$ cat src/rtl/binary_clock_ctrl.sv
// Binary clock timekeeping and time-set controller: debounced buttons, 1 Hz enable, HH:MM:SS chain.
// Optional 12-hour display mapping when H12_DISPLAY_EN is defined.
//
// state      | meaning
// ST_RUN     | time advances on each 1 Hz tick
// ST_SET_HR  | time frozen, inc press steps hours
// ST_SET_MIN | time frozen, inc press steps minutes
module binary_clock_ctrl #(
    parameter int CLK_HZ          = 100_000_000,
    parameter int DEBOUNCE_CYCLES = 1_000_000
) (
    input  logic       clk_in,
    input  logic       reset_n,
    input  logic       btn_mode,
    input  logic       btn_inc,
    output logic [5:0] seconds,
    output logic [5:0] minutes,
    output logic [4:0] hours,
    output logic       pm,
    output logic [1:0] mode,
    output logic       blink,
    output logic       tick_1hz
);

    localparam int PS_W = (CLK_HZ > 1) ? $clog2(CLK_HZ) : 1;
    localparam int DB_W = (DEBOUNCE_CYCLES > 1) ? $clog2(DEBOUNCE_CYCLES) : 1;
    localparam logic [PS_W-1:0] PS_TC   = PS_W'(CLK_HZ - 1);
    localparam logic [PS_W-1:0] PS_HALF = PS_W'(CLK_HZ / 2);
    localparam logic [DB_W-1:0] DB_LOAD = DB_W'(DEBOUNCE_CYCLES - 1);

    typedef enum logic [1:0] {
        ST_RUN     = 2'b00,
        ST_SET_HR  = 2'b01,
        ST_SET_MIN = 2'b10
    } state_t;

    // Button vectors: bit 0 = mode, bit 1 = inc.
    logic [1:0]            sync1_q, sync1_d, sync2_q, sync2_d;
    logic [1:0]            stable_q, stable_d;
    logic [1:0][DB_W-1:0]  db_cnt_q, db_cnt_d;
    logic [1:0]            press;

    state_t            state_q, state_d;
    logic [PS_W-1:0]   ps_q, ps_d;
    logic [5:0]        sec_q, sec_d;
    logic [5:0]        min_q, min_d;
    logic [4:0]        hr_q, hr_d;
    logic              tick;

    // Down-counter reloads whenever the sample agrees with the accepted level,
    // so only an unbroken run of DEBOUNCE_CYCLES differing samples is accepted.
    always_comb begin
        sync1_d  = {btn_inc, btn_mode};
        sync2_d  = sync1_q;
        stable_d = stable_q;
        db_cnt_d = db_cnt_q;
        press    = '0;
        for (int b = 0; b < 2; b++) begin
            if (sync2_q[b] == stable_q[b]) begin
                db_cnt_d[b] = DB_LOAD;
            end else if (db_cnt_q[b] == '0) begin
                stable_d[b] = sync2_q[b];
                db_cnt_d[b] = DB_LOAD;
                press[b]    = sync2_q[b];
            end else begin
                db_cnt_d[b] = db_cnt_q[b] - 1'b1;
            end
        end
    end

    always_comb begin
        tick    = (ps_q == PS_TC) && (state_q == ST_RUN);
        ps_d    = (ps_q == PS_TC) ? '0 : ps_q + 1'b1;
        state_d = state_q;
        sec_d   = sec_q;
        min_d   = min_q;
        hr_d    = hr_q;

        if (tick) begin
            if (sec_q == 6'd59) begin
                sec_d = '0;
                if (min_q == 6'd59) begin
                    min_d = '0;
                    hr_d  = (hr_q == 5'd23) ? '0 : hr_q + 1'b1;
                end else begin
                    min_d = min_q + 1'b1;
                end
            end else begin
                sec_d = sec_q + 1'b1;
            end
        end

        // Mode press has priority over inc; seconds clear after any same-cycle tick.
        case (state_q)
            ST_RUN: begin
                if (press[0]) begin
                    state_d = ST_SET_HR;
                    sec_d   = '0;
                end
            end
            ST_SET_HR: begin
                if (press[0]) begin
                    state_d = ST_SET_MIN;
                end else if (press[1]) begin
                    hr_d = (hr_q == 5'd23) ? '0 : hr_q + 1'b1;
                end
            end
            ST_SET_MIN: begin
                if (press[0]) begin
                    state_d = ST_RUN;
                    ps_d    = '0;
                end else if (press[1]) begin
                    min_d = (min_q == 6'd59) ? '0 : min_q + 1'b1;
                end
            end
            default: state_d = ST_RUN;
        endcase
    end

    always_ff @(posedge clk_in or negedge reset_n) begin
        if (!reset_n) begin
            sync1_q  <= '0;
            sync2_q  <= '0;
            stable_q <= '0;
            db_cnt_q <= {2{DB_LOAD}};
            state_q  <= ST_RUN;
            ps_q     <= '0;
            sec_q    <= '0;
            min_q    <= '0;
            hr_q     <= '0;
        end else begin
            sync1_q  <= sync1_d;
            sync2_q  <= sync2_d;
            stable_q <= stable_d;
            db_cnt_q <= db_cnt_d;
            state_q  <= state_d;
            ps_q     <= ps_d;
            sec_q    <= sec_d;
            min_q    <= min_d;
            hr_q     <= hr_d;
        end
    end

    assign tick_1hz = tick;
    assign mode     = state_q;
    assign seconds  = sec_q;
    assign minutes  = min_q;
    assign blink    = (state_q != ST_RUN) && (ps_q >= PS_HALF);

`ifdef H12_DISPLAY_EN
    always_comb begin
        hours = hr_q;
        pm    = 1'b0;
        if (hr_q == 5'd0) begin
            hours = 5'd12;
        end else if (hr_q == 5'd12) begin
            pm = 1'b1;
        end else if (hr_q > 5'd12) begin
            hours = hr_q - 5'd12;
            pm    = 1'b1;
        end
    end
`else
    assign hours = hr_q;
    assign pm    = 1'b0;
`endif

endmodule

$ cat config.mk
export PLATFORM = sky130hd
export DESIGN_NAME = binary_clock_ctrl
export DESIGN_NICKNAME = d
export VERILOG_FILES = /design/src/rtl/binary_clock_ctrl.sv
export SDC_FILE = /design/constraint.sdc
export NUM_CORES = 1
export LEC_CHECK = 0
export ABC_AREA = 1
export BUFFER_PORTS_ARGS = -buffer_cell sky130_fd_sc_hd__buf_4
export CAP_MARGIN = 40
export CORE_MARGIN = 2
export CORE_UTILIZATION = 62
export DETAILED_ROUTE_END_ITERATION = 10
export PLACE_DENSITY = 0.87
export SYNTH_ARGS = -nofsm -noshare
export SYNTH_HDL_FRONTEND = slang
export SYNTH_SLANG_ARGS = --single-unit
export TNS_END_PERCENT = 50
$ cat constraint.sdc
create_clock -name clk_in -period 1.8 [get_ports clk_in]
set_input_delay 0.36 -clock clk_in [delete_from_list [all_inputs] [get_ports clk_in]]
set_output_delay 0.36 -clock clk_in [all_outputs]
set_load 0.03 [all_outputs]
==> impl_metrics.toml, run 1 <==
[die]
initial_core_util_pct = 64.2
io_pins = 26
core.rowCount = 33
dieArea_um2 = 9300
die_x_um = 96.4
die_y_um = 96.4
coreArea_um2 = 8260

[logic_synthesis]
synthSimpleGateAreaFrac_pct = 35.5
synthAdderAreaFrac_pct = 2.13
synthArstFlopShare_pct = 100
ys_types = 46
syn_nets = 669
syn_avg_cell_area_um2 = 8.08
ys_ff_latch = 92
yosys-top-cells-area = "dfrtp_1 (32%), dfstp_2 (12%), nand2_1 (9.0%)"
synth-main-ff-cell = "dfrtp_1"
netlist_area_um2 = 5300
synth_common_cells = "nand2_1 (127), nor2_1 (100), inv_1 (79)"
synth_compound_area_share_pct = 5.36
muxShareOfSynthArea_pct = 0
synth.largest_area_cell = "dfrtp_1"
synth-seq-area-share_pct = 44.0
synth_warnings = 0
yosysMostFrequentCell = "nand2_1"
synth_top_family_by_area = "simple AND/OR/NAND/NOR gates"
synth_xor_area_share_pct = 6.45
synth_edf_count = 0
postSynthCellCount = 656
synth_top_cell_area_share_pct = 32.1

[route]
vias = 4861
drcViolationCount = 0
first_pass_iters = 5
postRouteAntennaNets = 0
drt_iter0_drc = 369
wl_mm = 13.1
viasPerCell = 5.64
wire_per_inst_um = 15.2

[worst_hold_path]
hp-class = "input pin to register"
min-delay-start = "btn_inc"

[placement]
dp_hpwl_mm = 8.92
io_buffers = 24
place.gp.congestion = 0.986

[worst_setup_path]
cp-start-kind = "register"
arrival_ps = 1740
end_kind = "output pin"
criticalPathCategory = "register to output pin"
required_ps = 1440
crit_path_max_fanout = 4
critPathLaunch = "ps_q[19]$_DFF_PN0_"
r2r-start = "ps_q[19]$_DFF_PN0_"

[grt]
grt_pass1_wl_mm = 20.6
gr-total-overflow = 0
gr-usage-all-layers_pct = 28.6
grt_max_degree = 35
grt_pass1_vias = 4496
antenna_found_initial = 0

[run_status]
outcome = "finished, violations left"
violations = "negative setup slack"

[timing]
skew_ps = 18.0
fmax_ghz = 0.477
rsz0062_at_grt = "true"
period_share_pct = 116
holdWs_ps = 97.4
setup_violations = 2
setup_slack_ps = -297
period_needed_ps = 2100
drv_slew = 0
hold_viol_final = 0

[finish]
drive_above_1_share_pct = 29.6
num_antenna_cells = 0
syn2layout_area_growth_pct = 23.6
final_nets = 765

[job]
cap_viol_max_count = 0

[pwr]
powerDensity_nw_per_um2 = 546
totalPowerFinal_mw = 3.57
ir_worst_vdd_uv = 501
power_leakage_nw = 3.02

[cts]
cts_sinks = 92
cts_buffers = 9
clkTransAtPathRegs_ps = 90
tritoncts = "done"
cts_root_buf = "clkbuf_8"
clock_latency_ps = 370
clk_path_buf_depth = 2
htree_levels = 3
[metrics by stage]
| step | TNS, ps | instances | util, % | setup WS, ps | area [µm²] |
|---|---|---|---|---|---|
| finish | -576 | 862 | 79.3 | -297 | 6550 |
| global route | -1320 | 862 | 79.3 | -384 | 6550 |
| CTS | -510 | 836 | 74.5 | -295 | 6150 |
| detailed placement | -250 | 808 | 70.6 | -39.5 | 5830 |
| global placement | 0 | 808 | 70.6 | 67.0 | 5830 |
| floorplan | 0 | 656 | - | 59.0 | 5300 |
[routing by layer]
metal	vias up	wire length (µm)	GRT usage [%]
met5	-	0	0
met2	191	6670	47.3
met4	0	326	12.7
met3	30	779	3.57
met1	2344	5350	37.8
li1	2296	-	-
[cell families (layout without fill, tap and decap cells)]
kind of cell | count (synthesis) | after routing
xor gates and xnor gates | 39 | 39
buffers and inverters | 88 | 188
adders and majority gates | 9 | 9
other | 1 | 1
AOI/OAI and AO/OA | 49 | 50
DFF | 92 | 92
and+or+nand+nor | 378 | 378
[registers in the layout, summed over array words and instances (netlist names)]
name      flops
minutes       6
sync1_q       2
stable_q      2
mode          2
ps_q         27
seconds       6
hours         5
db_cnt_q     40
sync2_q       2
[path summary, 6_finish.rpt]
path	to	slack (ps)	cells after the start
hold reg to reg	sync2_q[1]$_DFF_PN0_	350	0
hold / removal	sync1_q[1]$_DFF_PN0_	100	1
setup reg to reg	seconds[4]$_DFF_PN0_	40	11
setup / recovery	tick_1hz	-300	8
max in group asynchronous	db_cnt_q[5]$_DFF_PN1_	690	3
min in group asynchronous	ps_q[8]$_DFF_PN0_	480	2
[layout make-up]
type / instances / area, µm²
clock buffers: 12 / 145
clock inverters: 4 / 33.8
fillers: 492 / 1710
inverters: 83 / 315
multi-input cells: 477 / 2840
flip-flops and latches: 92 / 2340
well taps: 105 / 131
repair buffers: 89 / 741
[repair_timing]
item | in CTS | in global routing
cloned | 1 | 1
endpoints found under the hold margin | 31 | 0
hold buffers | 1 | 0
resized for setup | 14 | 49
setup endpoints to repair | 14 | 61
buffers inserted | 12 | 26
pin swaps | 8 | 17
[critical path: stages (launching register included)]
cell and delay, ps:
dfrtp_1 410, inv_1 130, nand2_1 100, nor2_2 140, nand3_2 110, nor2_4 140, nand2_2 90, nor2_4 110
buf_6 140
[power breakdown]
group | switching (mW) | internal (mW) | leakage, nW
clock | 0.782 | 0.555 | 0.0876
combinational | 0.0886 | 0.0417 | 1.76
sequential | 0.0138 | 2.09 | 1.17
[layout by cell type, fill, tap and decap left out, drive strengths merged]
| master | Yosys | final |
|---|---|---|
| nand2 | 139 | 139 |
| nor2 | 122 | 122 |
| buf | 4 | 87 |
| inv | 82 | 84 |
| dfrtp | 68 | 68 |
| nand3 | 50 | 50 |
| nor3 | 37 | 37 |
| xor2 | 24 | 24 |
| dfstp | 24 | 24 |
| a21oi | 21 | 21 |
| o21ai | 21 | 21 |
| nand4 | 19 | 19 |
| xnor2 | 15 | 15 |
| clkbuf | 1 | 13 |
| ha | 9 | 9 |
| o21bai | 3 | 4 |
| nand3b | 3 | 3 |
| or2 | 3 | 3 |
| nor4 | 2 | 2 |
| clkinv | 1 | 2 |
| and2 | 1 | 1 |
| nor3b | 1 | 1 |
| a31oi | 1 | 1 |
| nor4b | 1 | 1 |
| o211ai | 1 | 1 |
| a21boi | 1 | 1 |
| o31ai | 1 | 1 |
| conb | 1 | 1 |
| clkinvlp | 0 | 1 |
| dlygate4sd3 | 0 | 1 |
(Power assumes the default switching activity.)
==> inputs of run 2 (changes only) <==
--- a/config.mk
+++ b/config.mk
@@ -9,9 +9,9 @@
 export BUFFER_PORTS_ARGS = -buffer_cell sky130_fd_sc_hd__buf_4
 export CAP_MARGIN = 40
 export CORE_MARGIN = 2
-export CORE_UTILIZATION = 62
+export CORE_UTILIZATION = 55
 export DETAILED_ROUTE_END_ITERATION = 10
-export PLACE_DENSITY = 0.87
+export PLACE_DENSITY = 0.8
 export SYNTH_ARGS = -nofsm -noshare
 export SYNTH_HDL_FRONTEND = slang
 export SYNTH_SLANG_ARGS = --single-unit
==> impl_metrics.toml, run 2 (synthesis results as in run 1) <==
[run_status]
outcome = "finished, violations left"
violations = "negative setup slack"

[grt]
grt_pass1_vias = 4454
grt_pass1_wl_mm = 20.0
top_usage_layer = "met2"
met2_usage_pct = 40.5
gr-usage-all-layers_pct = 24.1
grtUsageMet3_pct = 4.17
gr-total-overflow = 0
antenna_found_initial = 0
grt_max_degree = 34
grt_use_met1_pct = 31.6

[route]
wl_mm = 13.0
first_pass_iters = 5
wire_per_inst_um = 14.7
vias = 4800
drcViolationCount = 0
postRouteAntennaNets = 0
drt_iter0_drc = 310
viasPerCell = 5.44

[finish]
num_antenna_cells = 0
final_cell_mix = "nand2_1 (122), nor2_1 (83), buf_4 (79)"
final_util_pct = 70.7
syn2layout_area_growth_pct = 23.9
final_common_cell = "nand2_1"
final_nets = 762
regMostFlops = "db_cnt_q"
largestRegisters = "db_cnt_q: 40 flops, ps_q: 27 flops"
largest_register_ff_count = 40
drive_above_1_share_pct = 30.9
design_area_um2 = 6560

[cts]
clk_path_buf_depth = 2
tritoncts = "done"
cts_sinks = 92
cts_root_buf = "clkbuf_8"
clock_latency_ps = 370
cts_buffers = 9
clkTransAtPathRegs_ps = 100
htree_levels = 3

[die]
core.rowCount = 35
die_y_um = 102
dieArea_um2 = 10400
die_x_um = 102
coreArea_um2 = 9280
initial_core_util_pct = 57.1
io_pins = 26

[placement]
postPlaceCellArea_um2 = 5850
dp_hpwl_mm = 8.62
io_buffers = 24
dp_slack_ps = -5.36
place.gp.congestion = 0.945

[timing]
hold_viol_final = 0
fmax_ghz = 0.484
skew_ps = 17.7
setup_slack_ps = -267
period_needed_ps = 2070
drv_slew = 0
period_share_pct = 115
rsz0062_at_grt = "true"
setup_violations = 2

[worst_hold_path]
hold_path_depth = 1
min-delay-start = "btn_mode"
hold_end = "sync1_q[0]$_DFF_PN0_"
hp-class = "input pin to register"

[worst_setup_path]
end_kind = "output pin"
r2r-start = "db_cnt_q[1]$_DFF_PN1_"
required_ps = 1440
reg2reg_depth = 8
cp-start-kind = "register"
arrival_ps = 1710
crit_path_max_fanout = 5
reg2reg_to = "ps_q[23]$_DFF_PN0_"
ff2ff_setup_slack_ps = 40
criticalPathCategory = "register to output pin"

[pwr]
switching_power_uw = 897
ir_worst_vdd_uv = 388
power_leakage_nw = 3.01
powerDensity_nw_per_um2 = 562
power.internal_mw = 2.79
p_sw_share_pct = 24.3
power_frac_comb_pct = 3.6
seq_power_share_pct = 57.1
clockPowerShare_pct = 39.3

[job]
cap_viol_max_count = 0
[run 2: cell count changes in the layout (fill, tap and decap cells not counted), moves of 2 or more]
cell / change
inv_2: +2
dfrtp_2: +4
inv_1: -2
nor2_1: -8
nor2_2: +7
nand3_1: +2
dfrtp_1: -4
[run 2: area by class of cell]
type / instances / area (µm²)
multi-input cells: 477 / 2850
fillers: 689 / 2720
flip-flops and latches: 92 / 2340
repair buffers: 86 / 692
inverters: 83 / 318
well taps: 129 / 161
clock buffers: 10 / 128
clock inverters: 6 / 70.1
[run 2: power by group through the flow]
stage	registers (mW)	clock network, mW	logic [mW]
2_1_floorplan	2.14	0	0.0478
3_3_place_gp	2.14	0	0.118
3_5_place_dp	2.14	0	0.122
4_1_cts	2.10	1.48	0.124
5_1_grt	2.11	1.58	0.150
6_report	2.11	1.45	0.132
[run 2: worst max-delay path, stage by stage, from the launching register on]
cell and delay, ps:
dfrtp_1 440, nand4_1 180, nor4b_2 290, nand3_1 100, nand3_1 80, nand2_1 50, inv_1 70, buf_6 130
[run 2: worst max path at each step]
stage,start,to,depth (start not counted)
finish,ps_q[21]$_DFF_PN0_,blink,7
global route,ps_q[16]$_DFF_PN0_,blink,8
CTS,ps_q[20]$_DFF_PN0_,blink,7
detailed placement,db_cnt_q[0]$_DFF_PN1_,hours[3]$_DFF_PN0_,9
global placement,db_cnt_q[0]$_DFF_PN1_,seconds[4]$_DFF_PN0_,9
floorplan,minutes[1]$_DFF_PN0_,hours[2]$_DFF_PN0_,10
[run 2: metal layers]
layer	wire [µm]	part of all wire (%)
met1	5450	42
met2	6510	50
met3	631	4.9
met4	370	2.9
met5	0	0
[run 2: repair_timing]
action                     CTS  global route
hold endpoints to repair    21             0
hold buffers                 1             0
gates resized for setup     14            62
setup buffers               10            22
setup endpoints to repair    4            55
gates cloned                 0             1
pin swaps                    5            20
[run 2: stage by stage]
stage          std cells  TNS [ps]  power [mW]  hold slack [ps]
3_5_place_dp         833     -5.36        2.26              337
2_1_floorplan        656         0        2.19             64.4
3_3_place_gp         833         0        2.26              327
4_1_cts              860      -471        3.71             78.6
6_report             883      -469        3.69             93.1
5_1_grt              883     -1940        3.84             75.8
==> inputs of run 3 (changes only) <==
--- a/config.mk
+++ b/config.mk
@@ -7,7 +7,7 @@
 export LEC_CHECK = 0
 export ABC_AREA = 1
 export BUFFER_PORTS_ARGS = -buffer_cell sky130_fd_sc_hd__buf_4
-export CAP_MARGIN = 40
+export CAP_MARGIN = 20
 export CORE_MARGIN = 2
 export CORE_UTILIZATION = 55
 export DETAILED_ROUTE_END_ITERATION = 10
==> constraint.sdc (replaced) <==
create_clock -name clk_in -period 2.1 [get_ports clk_in]
set_input_delay 0.42 -clock clk_in [delete_from_list [all_inputs] [get_ports clk_in]]
set_output_delay 0.42 -clock clk_in [all_outputs]
set_load 0.03 [all_outputs]
==> impl_metrics.toml, run 3 (synthesis results as in run 1) <==
[finish]
final_common_cell = "nand2_1"
final_nets = 729
design_area_um2 = 6120
syn2layout_area_growth_pct = 15.5
final_cell_mix = "nand2_1 (125), nor2_1 (98), inv_1 (73)"
ff_latch_area_um2 = 2340
regMostFlops = "db_cnt_q"
multiInputGateArea_um2 = 2670
drive_above_1_share_pct = 22.7
num-fill-cells = 756
largest_register_ff_count = 40
largestRegisters = "db_cnt_q: 40 flops, ps_q: 27 flops"
num_antenna_cells = 0

[worst_setup_path]
end_kind = "output pin"
reg2reg_depth = 10
criticalPathCategory = "register to output pin"
cp-start-kind = "register"
crit_path_max_fanout = 6
required_ps = 1680
arrival_ps = 1740

[job]
cap_viol_max_count = 0

[cts]
cts_buffers = 9
htree_levels = 3
cts_sinks = 92
clkTransAtPathRegs_ps = 100
tritoncts = "done"
cts-hold-fix-buffers = 0
clock_latency_ps = 380
cts_root_buf = "clkbuf_8"
clk_path_buf_depth = 2

[route]
postRouteAntennaNets = 0
wire_per_inst_um = 13.8
wl_mm = 11.8
drt_iter0_drc = 264
drcViolationCount = 0
vias = 4527
first_pass_iters = 5
viasPerCell = 5.33

[timing]
setup_tns_ps = -58.8
period_needed_ps = 2160
skew_ps = 11.9
period_share_pct = 103
drv_slew = 0
setup_violations = 1
setup_slack_ps = -58.8
hold_viol_final = 0
holdWs_ps = 62.4
fmax_ghz = 0.463
rsz0062_at_grt = "true"

[pwr]
power_leakage_nw = 2.87
powerDensity_nw_per_um2 = 512
totalPowerFinal_mw = 3.14
ir_worst_vdd_uv = 313

[grt]
gr-total-overflow = 0
antenna_found_initial = 0
grt_max_degree = 93
gr-usage-all-layers_pct = 24.2
grt_pass1_wl_mm = 20.0
grt_pass1_vias = 4437

[placement]
io_buffers = 24
dp_slack_ps = 182
place.gp.congestion = 0.927
postPlaceCellArea_um2 = 5670
dp_hpwl_mm = 8.38

[die]
initial_core_util_pct = 57.1
die_x_um = 102
dieArea_um2 = 10400
coreArea_um2 = 9280
die_y_um = 102
io_pins = 26
core.rowCount = 35

[run_status]
violations = "negative setup slack"
outcome = "finished, violations left"

[worst_hold_path]
hp-class = "input pin to async pin"
-- run 3: worst paths after layout --
check | slack, ps | from | to
setup / recovery | -60 | ps_q[18]$_DFF_PN0_ | blink
hold / removal | 60 | reset_n | ps_q[1]$_DFF_PN0_
setup reg to reg | 220 | minutes[1]$_DFF_PN0_ | hours[2]$_DFF_PN0_
hold reg to reg | 370 | sync1_q[0]$_DFF_PN0_ | sync2_q[0]$_DFF_PN0_
max in group asynchronous | 1630 | reset_n | db_cnt_q[34]$_DFF_PN1_
min in group clk_in | 150 | btn_mode | sync1_q[0]$_DFF_PN0_
-- run 3: power by group --
group	leakage (nW)	internal [mW]	total, mW	switching, mW
Clock	0.0999	0.588	1.24	0.653
Combinational	1.59	0.0235	0.0920	0.0685
Sequential	1.17	1.79	1.80	0.00941
Total	2.87	2.40	3.14	0.731
-- run 3: layout make-up --
| cell class | count | share of cell area (%) |
|---|---|---|
| inverters | 83 | 5.09 |
| clock buffers | 11 | 2.31 |
| flip-flops and latches | 92 | 38.2 |
| clock inverters | 5 | 0.982 |
| multi-input cells | 476 | 43.6 |
| repair buffers | 54 | 7.16 |
| well taps | 129 | 2.64 |
-- run 3: routing by layer --
metal  vias up  share of wire (%)  global-route usage (%)
met3        25                5.5                    5.61
li1       2221                  -                       -
met4         0                2.0                    8.51
met5         -                  0                       0
met1      2119                 43                    30.6
met2       162                 49                    40.8
-- run 3: stage by stage --
step                cells  util (%)
floorplan             656         -
global placement      809      61.1
detailed placement    809      61.1
CTS                   840      64.7
global route          850      65.9
finish                850      65.9
-- run 3: worst max-delay path: stages, from the launching register on --
cell,delay (ps)
dfrtp_1,450
inv_2,130
nand4_1,140
nor4_2,170
nand3_1,100
nand3_1,110
nand2_1,80
inv_2,70
buf_6,120
-- run 3: timing repair --
action                     4_1_cts  5_1_grt
setup endpoints to repair        2        4
buffers inserted                15       10
resized for setup               12       10
pin swaps                        6       10
